File: src/rtl/arbitro_pkg.sv
// rtl/arbitro_pkg.sv - shared constants and state type for the round-robin mux arbiter
package arbitro_pkg;

  localparam int N_REQ = 8;
  localparam int SEL_W = 3;

  typedef enum logic {
    OCIOSO    = 1'b0,
    CONCEDIDO = 1'b1
  } estado_t;

endpackage

File: src/rtl/prioridade_rr_8.sv
// rtl/prioridade_rr_8.sv - combinational rotating priority encoder starting the scan at PTR
module prioridade_rr_8
  import arbitro_pkg::*;
(
  input  logic [N_REQ-1:0] REQ,
  input  logic [SEL_W-1:0] PTR,
  output logic [SEL_W-1:0] IDX,
  output logic             ANY
);

  logic [N_REQ-1:0] rot;
  logic [SEL_W-1:0] pos;
  logic [SEL_W-1:0] enc;

  // rotate so PTR lands on bit 0, pick the lowest set bit, then undo the rotation
  always_comb begin
    rot = '0;
    pos = '0;
    enc = '0;
    for (int i = 0; i < N_REQ; i++) begin
      pos    = SEL_W'(i) + PTR;
      rot[i] = REQ[pos];
    end
    for (int i = N_REQ - 1; i >= 0; i--) begin
      if (rot[i]) enc = SEL_W'(i);
    end
    IDX = enc + PTR;
    ANY = |REQ;
  end

endmodule

File: src/rtl/arbitro_rr_8.sv
// rtl/arbitro_rr_8.sv - round-robin arbiter for a shared 8:1 mux with bounded hold and idle handover
module arbitro_rr_8
  import arbitro_pkg::*;
#(
  parameter int MAX_CICLOS = 16,
  parameter int CW         = 8
) (
  input  logic             clock,
  input  logic             reset,
  input  logic [N_REQ-1:0] REQ,
  output logic [N_REQ-1:0] GNT,
  output logic [SEL_W-1:0] SEL,
  output logic             VALID,
  output logic             PREEMPT
);

  localparam logic [CW-1:0]    CNT_MAX = CW'(MAX_CICLOS - 1);
  localparam logic [N_REQ-1:0] UM      = {{(N_REQ-1){1'b0}}, 1'b1};

  estado_t          estado, estado_d;
  logic [SEL_W-1:0] ptr, ptr_d;
  logic [CW-1:0]    cnt, cnt_d;
  logic [N_REQ-1:0] gnt_d;
  logic [SEL_W-1:0] sel_d;
  logic             valid_d;
  logic             preempt_d;
  logic [SEL_W-1:0] idx;
  logic             any_req;
  logic             outros;

  prioridade_rr_8 u_prio (
    .REQ (REQ),
    .PTR (ptr),
    .IDX (idx),
    .ANY (any_req)
  );

  // state, pointer, hold counter and all outputs are registered together; reset wins over everything
  always_ff @(posedge clock) begin
    if (reset) begin
      estado  <= OCIOSO;
      ptr     <= '0;
      cnt     <= '0;
      GNT     <= '0;
      SEL     <= '0;
      VALID   <= 1'b0;
      PREEMPT <= 1'b0;
    end else begin
      estado  <= estado_d;
      ptr     <= ptr_d;
      cnt     <= cnt_d;
      GNT     <= gnt_d;
      SEL     <= sel_d;
      VALID   <= valid_d;
      PREEMPT <= preempt_d;
    end
  end

  // next-state: grant from idle, release or timeout back to idle (always one idle cycle between owners)
  always_comb begin
    estado_d  = estado;
    ptr_d     = ptr;
    cnt_d     = cnt;
    gnt_d     = GNT;
    sel_d     = SEL;
    valid_d   = VALID;
    preempt_d = 1'b0;
    outros    = |(REQ & ~GNT);
    case (estado)
      OCIOSO: begin
        if (any_req) begin
          gnt_d    = UM << idx;
          sel_d    = idx;
          valid_d  = 1'b1;
          cnt_d    = '0;
          estado_d = CONCEDIDO;
        end
      end
      CONCEDIDO: begin
        if (!REQ[SEL]) begin
          gnt_d    = '0;
          valid_d  = 1'b0;
          ptr_d    = SEL + SEL_W'(1);
          estado_d = OCIOSO;
        end else if (cnt == CNT_MAX && outros) begin
          gnt_d     = '0;
          valid_d   = 1'b0;
          preempt_d = 1'b1;
          ptr_d     = SEL + SEL_W'(1);
          estado_d  = OCIOSO;
        end else if (cnt != CNT_MAX) begin
          // saturating so a lone owner keeps the grant indefinitely
          cnt_d = cnt + CW'(1);
        end
      end
      default: estado_d = OCIOSO;
    endcase
  end

endmodule
File: config.mk
export PLATFORM = sky130hd
export DESIGN_NAME = arbitro_rr_8
export DESIGN_NICKNAME = d
export VERILOG_FILES = /design/src/rtl/arbitro_pkg.sv /design/src/rtl/prioridade_rr_8.sv /design/src/rtl/arbitro_rr_8.sv
export SDC_FILE = /design/constraint.sdc
export NUM_CORES = 1
export LEC_CHECK = 0
export ABC_AREA = 1
export BUFFER_PORTS_ARGS = -buffer_cell sky130_fd_sc_hd__buf_4
export CAP_MARGIN = 20
export CORE_ASPECT_RATIO = 0.8
export CORE_UTILIZATION = 50
export DETAILED_ROUTE_END_ITERATION = 10
export GPL_ROUTABILITY_DRIVEN = 0
export GPL_TIMING_DRIVEN = 0
export PLACE_DENSITY = 0.78
export SLEW_MARGIN = 20
export SYNTH_ARGS = -nofsm -noshare
export SYNTH_HDL_FRONTEND = slang
export SYNTH_SLANG_ARGS = --single-unit
File: constraint.sdc
create_clock -name clock -period 3.34 [get_ports clock]
set_input_delay 0 -clock clock [delete_from_list [all_inputs] [get_ports clock]]
set_output_delay 0 -clock clock [all_outputs]
set_load 0.005 [all_outputs]
==> results.txt, run 1 <==
The run finished with clean final reports. The number of filler instances in the final layout came out at 319. The final number of max-transition violations came to 0. The minimum clock period after layout is 3.13 ns. The worst setup path is captured at a flip-flop. The cell repeated most along the worst path is sky130_fd_sc_hd__nand3_1. The post-synth design cell area came out at around 1800 µm².

The clock network latency to the later pin of the worst-skew pair came out at 0.27 ns. The initial core utilization came out at 52.5%. For this design, the slowest cell found on the critical path is sky130_fd_sc_hd__fa_1. The repair_antennas step left the layout with diodes totalling 0. The number of detailed-route iterations in the first pass came out at 5. The detailed-route wire length is roughly 4.4 mm.

The fraction of layout instances using a drive strength above 1 came out at between 20% and 30%. The first global-routing pass estimated 7.38 mm of wire. The post-place setup slack came out at -0.0127 ns. The largest net degree at the start of global routing came out at 14. The total of max-cap violations came out at 0.

The via count of the first global-routing pass came out at between 1500 and 2000. In this run the vertical extent of the chip is 55.8 µm. The cell sitting at the root of the clock tree is a sky130_fd_sc_hd__clkbuf_8. The setup-violating endpoint count in the final report came out at 0. The static power due to leakage is 0.000940 µW. The number of H-tree branching levels is 1. The relative slew slack is 70.4%. Measured along the x axis, the die boundary spans about 69 µm. The site row count is 19.

No sink is reached through more buffers than the 2 on the longest clock path. Once detailed placement completed, the half-perimeter wirelength came to roughly 3.4 mm. The final clock period utilization by the worst path came out at 93.8%. Counting the buffers created by CTS gives 3. The worst endpoint required time is 3.56 ns.

Summing all multi-input logic gate instances after layout gives 1180 µm². The ratio of routed vias to standard cells came out at 5.36. STA classifies the critical path startpoint as a flip-flop.

The largest single stage delay on the critical path is 0.40 ns. For this run, the total global-route usage over all layers was measured as 23.4%. TritonCTS built the clock tree. The die covers 3870 µm².

Traced cell by cell, the critical path runs through buf_6, inv_6, ha_4, inv_1, nand3_1, nand3_1, nand2_2, a31oi_1, o21ai_0, nand2_1, a21boi_0, ha_1, inv_1, fa_1, xor2_2, buf_4, nand2_2, nand2_4, nor2_4, nand3_1, nand2_1. The most common cell after layout, fill and taps aside is sky130_fd_sc_hd__nand2_1. CTS saw 25 sinks.

The post-synthesis sequential element count came out at 25. After layout, the worst setup slack is 0.207 ns. The quantity of I/O buffers inserted on ports is 21. After synthesis, flip-flops and latches occupy 27.6% of the total area. The number of DRC violations after detailed-routing iteration 0 came out at between 200 and 250.

The area overhead of the layout relative to synthesis is 16.8%. For this design the ratio of total power to cell area is 846 nW/µm². In the final layout, flip-flops and latches occupy 503 µm². In the layout the commonest cells are sky130_fd_sc_hd__nand2_1 (81), sky130_fd_sc_hd__nand3_1 (29), sky130_fd_sc_hd__inv_1 (26). The number of hold violations in the final report is 0. The Yosys step of the flow raised 0 warnings. The internal reg-to-reg setup slack is 0.21 ns.

The measured slew at the worst slew-check pin came out at around 0.44 ns. The number of distinct library cell variants in the gate-level netlist after synthesis came out at 31. The count of nets left with antenna violations once routing finished came out at 0. Of all nets on the critical path, the largest fanout is 10. The number of ports placed on the die boundary is 23.

Synthesis produced roughly 280 cells. For this run, the post-layout net count is 326. By startpoint and endpoint, the worst setup path is classified as flip-flop to flip-flop.

The tightest hold path in the finished design has a slack of 0.0660 ns. The dominant delay contributor by cell family on the critical path is adder cells. The number of DRC violations after detailed routing came out at 0. The maximum clock frequency is between 300 and 400 MHz.

The total congestion overflow after global routing came out at 0. The clock input transition at the sequential cells of the worst setup and hold paths is 0.09 ns. The sum of buffers and inverters on the critical path is 5. The share of the core filled with cells came out at between 60% and 70%. The arrival time of data at the critical path endpoint came out at 3.35 ns. The average footprint of a synthesized cell came out at 6.40 µm².

The region available for standard cell placement spans 3450 µm². The vias after detailed routing is 1882. The peak supply drop is between 0.0005 and 0.0006 V. The number of antenna violations at the first check in global routing came out at 0. The net count after synthesis is 299.

The worst-case clock skew is between 0.002 and 0.003 ns. The worst min-delay path class is primary input to flip-flop. The wire length per cell is approximately 13 µm.
==> timing repair <==
| item | in CTS | in global routing |
|---|---|---|
| resized for setup | 3 | 7 |
| buffers inserted | 0 | 1 |
| hold buffers | 0 | 0 |
| endpoints found under the setup margin | 4 | 9 |
==> cells by family (layout without fill, tap and decap cells) <==
kind of cell / Yosys count / after routing / synth area share, %
buffers and inverters: 39 / 65 / 9.19
xor gates and xnor gates: 10 / 10 / 4.84
DFF: 25 / 25 / 27.6
and+or+nand+nor: 160 / 160 / 40.8
AOI/OAI and AO/OA: 43 / 43 / 13.0
adders and majority gates: 6 / 6 / 4.56
==> per-stage QoR <==
step	TNS, ns	instance area (µm²)	power (µW)	std cells
floorplan	0	1810	1250	283
global placement	0	2020	1520	346
detailed placement	-0.0170	2020	1530	346
CTS	0	2090	1740	350
global route	-0.0981	2110	1950	351
finish	0	2110	1790	351
==> flip-flops by register name, indices dropped and copies added, names as in the netlist <==
name,count
PREEMPT,1
cnt,8
ptr,3
VALID,1
estado,1
GNT,8
SEL,3
==> path summary, 6_finish.rpt <==
path | start | to | cells past startpoint
worst max-delay path | ptr[0]$_SDFFE_PP0P_ | GNT[4]$_SDFFE_PP0P_ | 21
worst max register to register | ptr[0]$_SDFFE_PP0P_ | GNT[4]$_SDFFE_PP0P_ | 21
worst min register to register | VALID$_SDFFE_PP0P_ | VALID$_SDFFE_PP0P_ | 2
worst min-delay path | REQ[6] | estado$_SDFF_PP0_ | 3
==> cell usage after synthesis <==
cell	count	share of area, %
sky130_fd_sc_hd__nand3_2	5	2.8
sky130_fd_sc_hd__nand2_2	10	3.5
sky130_fd_sc_hd__o21ai_0	10	2.8
sky130_fd_sc_hd__inv_1	26	5.4
sky130_fd_sc_hd__a31oi_1	1	0.35
sky130_fd_sc_hd__inv_2	7	1.5
sky130_fd_sc_hd__nand3_1	30	8.3
sky130_fd_sc_hd__nor3_1	4	1.1
sky130_fd_sc_hd__nor4_1	2	0.69
sky130_fd_sc_hd__fa_1	1	1.1
sky130_fd_sc_hd__nor3_2	1	0.55
sky130_fd_sc_hd__o21bai_1	1	0.41
sky130_fd_sc_hd__xnor2_1	2	0.97
sky130_fd_sc_hd__buf_1	1	0.21
sky130_fd_sc_hd__a21oi_1	22	6.1
sky130_fd_sc_hd__dfxtp_1	25	28
sky130_fd_sc_hd__nor2_2	5	1.7
sky130_fd_sc_hd__o21ai_1	1	0.28
sky130_fd_sc_hd__inv_6	1	0.48
sky130_fd_sc_hd__ha_1	5	3.5
sky130_fd_sc_hd__clkbuf_1	1	0.21
sky130_fd_sc_hd__nand2_1	82	17
sky130_fd_sc_hd__xor2_1	8	3.9
sky130_fd_sc_hd__a21oi_2	2	0.97
sky130_fd_sc_hd__a21boi_0	1	0.41
sky130_fd_sc_hd__nand4_1	3	1.0
sky130_fd_sc_hd__nand2_4	1	0.62
sky130_fd_sc_hd__nor2_1	17	3.5
sky130_fd_sc_hd__buf_6	1	0.62
sky130_fd_sc_hd__buf_4	2	0.83
sky130_fd_sc_hd__o22ai_1	5	1.7
==> where the power goes <==
group | internal (µW) | switching, µW
clock | 85.4 | 95.1
combinational | 442 | 721
sequential | 369 | 76.4
total | 897 | 892
==> tightest hold or removal path: cells and delay by family <==
kind,cells,cell delay (ns)
buf+inv,1,0.11
compound gates,1,0.13
simple gates,1,0.06
==> routing by layer <==
metal | wire (µm) | global-route usage [%]
met1 | 2480 | 38.4
met2 | 1640 | 31.3
met3 | 271 | 5.07
met4 | 8 | 2.62
met5 | 0 | 0
==> cell type report <==
class | instances | area share (%)
Multi-Input combinational cell | 219 | 55.6
Sequential cell | 25 | 23.8
Timing Repair Buffer | 22 | 7.81
Inverter | 34 | 6.39
Tap cell | 42 | 2.49
Clock buffer | 4 | 2.13
Buffer | 5 | 1.78
Power figures use the tool's default switching activity.
==> run 2: changes to the inputs <==
PLACE_DENSITY = unset   (was 0.78)
PLACE_DENSITY_LB_ADDON = 0.12   (was unset)
==> run 2 against run 1 <==
Compared with the run above:
- first-iteration DRC count down 61%
- power down 0.52%
- global-route usage up 0.88 points
- critical path depth unchanged
- clock power down 3%
==> results.txt, run 2 (synthesis gave the netlist of run 1 again) <==
The run finished with clean final reports. The critical path depth in cells came out at 21. The setup-violating endpoint count in the final report is 0. The slowest stage cell on the critical path is sky130_fd_sc_hd__fa_2.

For the worst-skew pair, the clock arrives at the later sink with an insertion delay of roughly 0.26 ns. Across all layers, the routed design uses 1836 vias. The detailed-route wire length came out at ~4.5 mm. The area of the core is between 3000 and 4000 µm².

Among cell families on the critical path, the largest total delay comes from adder cells. The kind of launch point of the worst setup path is a flip-flop. The element type at the critical path end is a flip-flop. On the worst path, the slowest cell contributes a delay of 0.35 ns. The largest net degree at the start of global routing came out at 15. Across the run, the number of max-cap violations was 0. The area overhead of the layout relative to synthesis is 16.7%. Leaving out fill and tap cells, the most frequent cell in the layout is sky130_fd_sc_hd__nand2_1. The length in cells of the worst reg-to-reg path is 21. The wire length per cell came out at 12.9 µm. The routed design could run at a clock period as short as 3.02 ns. The worst endpoint required time came out at 3.50 ns. The TritonCTS clock tree is yes.

After clock tree synthesis, the clock-pin slew on the worst setup and hold paths is 0.08 ns. The total number of nets in the final design came out at between 300 and 400. The final number of max-transition violations is 0. Once the floorplan was initialized, standard cells occupied 52.5% of the core.

The die footprint is 3870 µm². The peak supply drop is ~0.0006 V. The global-route total usage across every layer is 24.3%.

The global-route wire length before repair came out at between 7 and 8 mm. The largest registers in the layout are GNT (8), cnt (8). The maximum fanout along the worst path is 7.

The number of DRC violations after detailed routing is 0. The total congestion overflow after global routing is 0. After layout, the worst path uses between 90% and 100% of the clock period. The count of hold buffers inserted by post-cts repair is 0.

The critical path is of the flip-flop to flip-flop type. In the layout the commonest cells are sky130_fd_sc_hd__nand2_1 (81), sky130_fd_sc_hd__nand3_1 (27), sky130_fd_sc_hd__inv_1 (26). The site row count came out at 19. In this run the number of H-tree levels came out at 1.

In this run the tightest slew margin relative to its limit is 68.0%. Counting along the longest clock path gives a buffer depth of 2. Power spread over the standard cell area amounts to 842 nW/µm². The layout has 334 filler cells.

Once detailed placement completed, the half-perimeter wirelength came to 3.64 mm. The measured slew at the worst slew-check pin came out at 0.480 ns. The number of CTS-inserted buffers came out at 3. The number of detailed-route iterations in the first pass came out at 4. The remaining antenna violation count after routing is 0.

The critical path goes through buf_6, inv_2, ha_4, inv_1, nand3_1, nand3_1, nand2_1, a31oi_1, o21ai_1, nand2_1, a21boi_1, ha_1, inv_1, fa_2, xor2_2, inv_1, nand3_2, nand2_4, nor2_2, nand2_1, o21ai_1. The ratio of routed vias to standard cells came out at approximately 5.2. Timing would allow up to 331 MHz.

Clock tree synthesis selected as its root buffer the cell sky130_fd_sc_hd__clkbuf_8. In this run the most critical hold path is launched from reset. Setup repair after global routing left no endpoint under its margin. The number of hold violations in the final report is 0. The number of DRC violations after detailed-routing iteration 0 is 95. The quantity of I/O buffers inserted on ports came out at 21. Of the cells placed in the final design, the portion with a size suffix greater than 1 is 22.4%. The path class of the tightest hold or removal check is primary input to flip-flop. The TritonCTS sink count came out at 25. The area after detailed placement came out at 2020 µm².

The static power due to leakage came out at 0.000944 µW. The most critical setup path has its startpoint at ptr[1]$_SDFFE_PP0P_. The number of ports placed on the die boundary came out at 23. The number of antenna violations at the first check in global routing is 0. The via count of the first global-routing pass was 1558.

The final total power came out at between 1500 and 2000 µW. Measured along the x axis, the die boundary spans a little under 70 µm. The antenna diode instance count came out at 0. Data on the critical path arrives at its endpoint at 3.18 ns. The worst-case clock skew came out at approximately 0.0039 ns. The sum of buffers and inverters on the critical path came out at 5. The total non-filler cell area in the finished layout is between 2000 and 2500 µm². Counting instances, the worst hold path has a depth of 2.

The vertical extent of the die is 55.8 µm. The worst register-to-register path begins at ptr[1]$_SDFFE_PP0P_.
run 2: layout make-up:
class / instances / area, µm² / area share [%]
Inverter: 34 / 133 / 6.28
Sequential cell: 25 / 503 / 23.8
Multi-Input combinational cell: 219 / 1180 / 56.0
Clock buffer: 3 / 41.3 / 1.95
Timing Repair Buffer: 21 / 158 / 7.46
Tap cell: 42 / 52.6 / 2.49
Clock inverter: 1 / 5.00 / 0.237
Buffer: 5 / 37.5 / 1.78
run 2: final timing paths:
path	end	slack, ns
max	SEL[2]$_SDFFE_PP0P_	0.32
max reg2reg	SEL[2]$_SDFFE_PP0P_	0.32
min reg2reg	cnt[5]$_SDFFE_PP0P_	0.49
min	GNT[1]$_SDFFE_PP0P_	0.09
run 2: through the flow:
stage / utilization (%) / setup slack, ns / hold slack (ns) / std cells / setup TNS (ns)
after floorplan: - / 0.384 / 0.181 / 283 / 0
after global placement: 58.6 / 0.0716 / 0.336 / 346 / 0
after detailed placement: 58.6 / -0.00984 / 0.344 / 346 / -0.00984
after CTS: 60.3 / 0.0818 / 0.100 / 350 / 0
after global routing: 61.3 / 0.0346 / 0.109 / 350 / 0
final: 61.3 / 0.320 / 0.0917 / 350 / 0
run 2: what timing repair did:
item / in CTS / in global routing
setup buffers: 0 / 0
resized for setup: 1 / 11
pin swaps: 0 / 1
cloned: 0 / 0
setup endpoints to repair: 3 / 9
run 2: routing by layer:
metal / up-vias / part of all wire [%] / GRT usage [%]
met4: 0 / 1.0 / 4.96
met1: 828 / 52 / 37.5
met5: - / 0 / 0
li1: 969 / - / -
met3: 4 / 5.2 / 3.80
met2: 35 / 42 / 35.5
run 2: worst reg2reg max path, cell delays in order, from the launching register on:
cell and delay [ns]:
sky130_fd_sc_hd__dfxtp_2 0.34, sky130_fd_sc_hd__buf_6 0.13, sky130_fd_sc_hd__inv_2 0.10, sky130_fd_sc_hd__ha_4 0.32, sky130_fd_sc_hd__inv_1 0.10, sky130_fd_sc_hd__nand3_1 0.13, sky130_fd_sc_hd__nand3_1 0.08, sky130_fd_sc_hd__nand2_1 0.11
sky130_fd_sc_hd__a31oi_1 0.05, sky130_fd_sc_hd__o21ai_1 0.12, sky130_fd_sc_hd__nand2_1 0.06, sky130_fd_sc_hd__a21boi_1 0.13, sky130_fd_sc_hd__ha_1 0.17, sky130_fd_sc_hd__inv_1 0.06, sky130_fd_sc_hd__fa_2 0.35, sky130_fd_sc_hd__xor2_2 0.19
sky130_fd_sc_hd__inv_1 0.07, sky130_fd_sc_hd__nand3_2 0.11, sky130_fd_sc_hd__nand2_4 0.13, sky130_fd_sc_hd__nor2_2 0.05, sky130_fd_sc_hd__nand2_1 0.06, sky130_fd_sc_hd__o21ai_1 0.07
run 2: power by group:
group / switching, µW / leakage [µW] / internal [µW]
Combinational: 717 / 0.000714 / 445
Clock: 91.6 / 0.0000255 / 83.3
Sequential: 73.7 / 0.000204 / 369
==> run 3: changes to the inputs <==
--- a/config.mk
+++ b/config.mk
@@ -15,3 +15,3 @@
 export GPL_TIMING_DRIVEN = 0
-export PLACE_DENSITY_LB_ADDON = 0.12
+export PLACE_DENSITY = 0.79
 export SLEW_MARGIN = 20
==> constraint.sdc (replaced) <==
create_clock -name clock -period 3.34 [get_ports clock]
set_input_delay 0.668 -clock clock [delete_from_list [all_inputs] [get_ports clock]]
set_output_delay 0.668 -clock clock [all_outputs]
set_load 0.005 [all_outputs]
==> run 3 against run 2 <==
Compared with the run above:
- sequential power about the same
- flip-flop and latch count is the same
- worst hold slack better by 0.40 ns
- setup slack got worse by 0.035 ns
- combinational power hardly changed
- utilization grew 0.51 points
- register-to-register slack got worse by 0.03 ns
- global-route usage is 1.8 points higher
- largest cell class unchanged
- largest power group unchanged
==> results.txt, run 3 (synthesis gave the netlist of run 1 again) <==
The flow ran to the end, and the final reports show no timing, DRC or antenna violations. The worst min-delay path class is flip-flop to flip-flop. In the layout the commonest cells are sky130_fd_sc_hd__nand2_1 (81), sky130_fd_sc_hd__nand3_1 (26), sky130_fd_sc_hd__inv_1 (25). For this run, the share of the core covered by cells in the final layout is 61.8%. The arrival time of data at the critical path endpoint came out at 3.20 ns. The count of buffers added by post-CTS timing repair for setup is 0. The most common cell after layout, fill and taps aside is sky130_fd_sc_hd__nand2_1. The total of max-cap violations came out at 0. Setup violations remaining at the end of the flow were counted as 0. The worst setup path is captured at a flip-flop. The fraction of layout instances using a drive strength above 1 is a little under a quarter. The peak supply drop came out at around 0.00043 V. The vertical extent of the die is 55.8 µm. TritonCTS built the clock tree. The area overhead of the layout relative to synthesis is 17.7%. After detailed placement, the design holds a cell count of 346. The wire length per cell is 13.4 µm.

The number of buffers on the longest clock path is 2. The first global-routing pass estimated 8.26 mm of wire. Setup repair after global routing left no endpoint under its margin.

The number of filler instances in the final layout came out at between 300 and 400. The final total power is roughly 1800 µW. The total power per unit cell area is 853 nW/µm². The vias after detailed routing is 1948.

The area after detailed placement came out at 2020 µm². In the final layout, the registers with the most flip-flops are GNT (8), cnt (8). The worst endpoint required time came out at 3.48 ns. The clock network latency to the later pin of the worst-skew pair is 0.27 ns.

The die footprint came out at just under 4000 µm². Once detail routing completed, the nets flagged for antenna violations numbered 0. The site row count is 19. The maximum fanout along the worst path is 10. The x dimension of the die is 69.3 µm. The critical path is of the flip-flop to flip-flop type. The number of antenna violations at the first check in global routing is 0. The relative slew slack is between 60% and 70%. For this block, the routed nets add up to 4.69 mm of wire. The slack of the critical path came out at between 0.2 and 0.3 ns.

The total non-filler cell area in the finished layout is about 2100 µm². Traced cell by cell, the critical path runs through buf_8, inv_6, ha_4, inv_2, nand3_2, nand3_1, nand2_2, a31oi_1, o21ai_0, nand2_1, a21boi_1, ha_1, inv_1, fa_2, xor2_2, inv_1, nand3_2, nand2_4, inv_2, nand2_1, a21oi_1. The number of detailed-route iterations in the first pass is 5. The number of DRC violations after detailed routing is 0. The total number of nets in the final design is 325.

Based on the critical path, the design can be clocked at up to 327 MHz. The ratio of routed vias to standard cells is 5.57. The longest individual stage delay on the worst path is 0.39 ns. The final clock period utilization by the worst path came out at 91.5%.

The quantity of I/O buffers inserted on ports is 21. The kind of launch point of the worst setup path is a flip-flop. The measured slew at the worst slew-check pin is 0.469 ns. The slowest stage of the critical path is the sky130_fd_sc_hd__dfxtp_4 cell. The minimum clock period after layout is 3.06 ns.

The initial core utilization came out at between 50% and 60%. The number of ports placed on the die boundary came out at 23. The post-route non-filler standard cell count came out at 350. The sum of buffers and inverters on the critical path came out at 6. The post-place setup slack is -0.0893 ns. The largest net degree at the start of global routing came out at 14.

In this run the standard cell core region covers between 3000 and 4000 µm². Once detailed placement completed, the half-perimeter wirelength came to 3.58 mm. The final number of max-transition violations came out at 0. The number of H-tree branching levels came out at 1. The total congestion overflow after global routing came out at 0. Clock tree synthesis selected as its root buffer the cell sky130_fd_sc_hd__clkbuf_8.

Clock-pin slew was measured on the worst setup and hold paths at 0.08 ns. Between clock sinks in the finished design, the worst skew comes to around 0.0032 ns. CTS saw 25 sinks. The number of CTS-inserted buffers is 3. In this design, the largest share of critical-path delay is due to adder cells.

In this run the static leakage power is 0.000946 µW. 0 antenna diodes ended up in the layout. The global-route total usage across every layer is 26.1%. The number of DRC violations after detailed-routing iteration 0 is 208. The number of hold violations in the final report came out at 0. The via count of the first global-routing pass is approximately 1800.
[run 3: cell count changes in the layout (fill, tap and decap cells not counted), sizes merged]
cell and delta:
clkinv -1, clkbuf +1
[run 3: power by group]
part           internal, µW  leakage [µW]  total (µW)  switching (µW)
Combinational           446      0.000719        1190             745
Clock                  85.4     0.0000228         180            94.3
Sequential              370      0.000205         446            76.4
Total                   902      0.000946        1820             916
[run 3: metal layers]
layer / up-vias / share of wire (%) / global-route usage (%)
met1: 899 / 50 / 40.4
met3: 6 / 7.6 / 5.98
met4: 0 / 0.45 / 3.21
li1: 968 / - / -
met2: 75 / 42 / 37.6
met5: - / 0 / 0
[run 3: worst paths after layout]
check / start / slack, ns / cells after the start / to
worst min-delay path: cnt[5]$_SDFFE_PP0P_ / 0.49 / 2 / cnt[5]$_SDFFE_PP0P_
worst max register to register: ptr[0]$_SDFFE_PP0P_ / 0.28 / 21 / GNT[6]$_SDFFE_PP0P_
worst max-delay path: ptr[0]$_SDFFE_PP0P_ / 0.28 / 21 / GNT[6]$_SDFFE_PP0P_
worst min register to register: cnt[5]$_SDFFE_PP0P_ / 0.49 / 2 / cnt[5]$_SDFFE_PP0P_
[run 3: stage by stage]
step | hold WS [ns] | TNS (ns)
2_1_floorplan | 0.452 | 0
6_report | 0.490 | 0
4_1_cts | 0.491 | 0
3_5_place_dp | 0.478 | -0.374
3_3_place_gp | 0.472 | 0
5_1_grt | 0.528 | 0
[run 3: cell type report]
type	instances	area [µm²]	share of cell area [%]
clock buffers	4	45.0	2.11
repair buffers	21	158	7.40
flip-flops and latches	25	505	23.7
multi-input cells	219	1190	56.0
inverters	34	135	6.34
plain buffers	5	41.3	1.94
well taps	42	52.6	2.47
[run 3: tightest hold or removal path, cell delays in order (launching register included)]
cell and delay (ns):
sky130_fd_sc_hd__dfxtp_1 0.33, sky130_fd_sc_hd__nand2_1 0.06, sky130_fd_sc_hd__a21oi_1 0.05
[run 3: repair_timing]
| item | 4_1_cts | 5_1_grt |
|---|---|---|
| endpoints found under the setup margin | 9 | 10 |
| gates resized for setup | 4 | 14 |
| pin swaps | 0 | 1 |
| hold buffers | 0 | 0 |
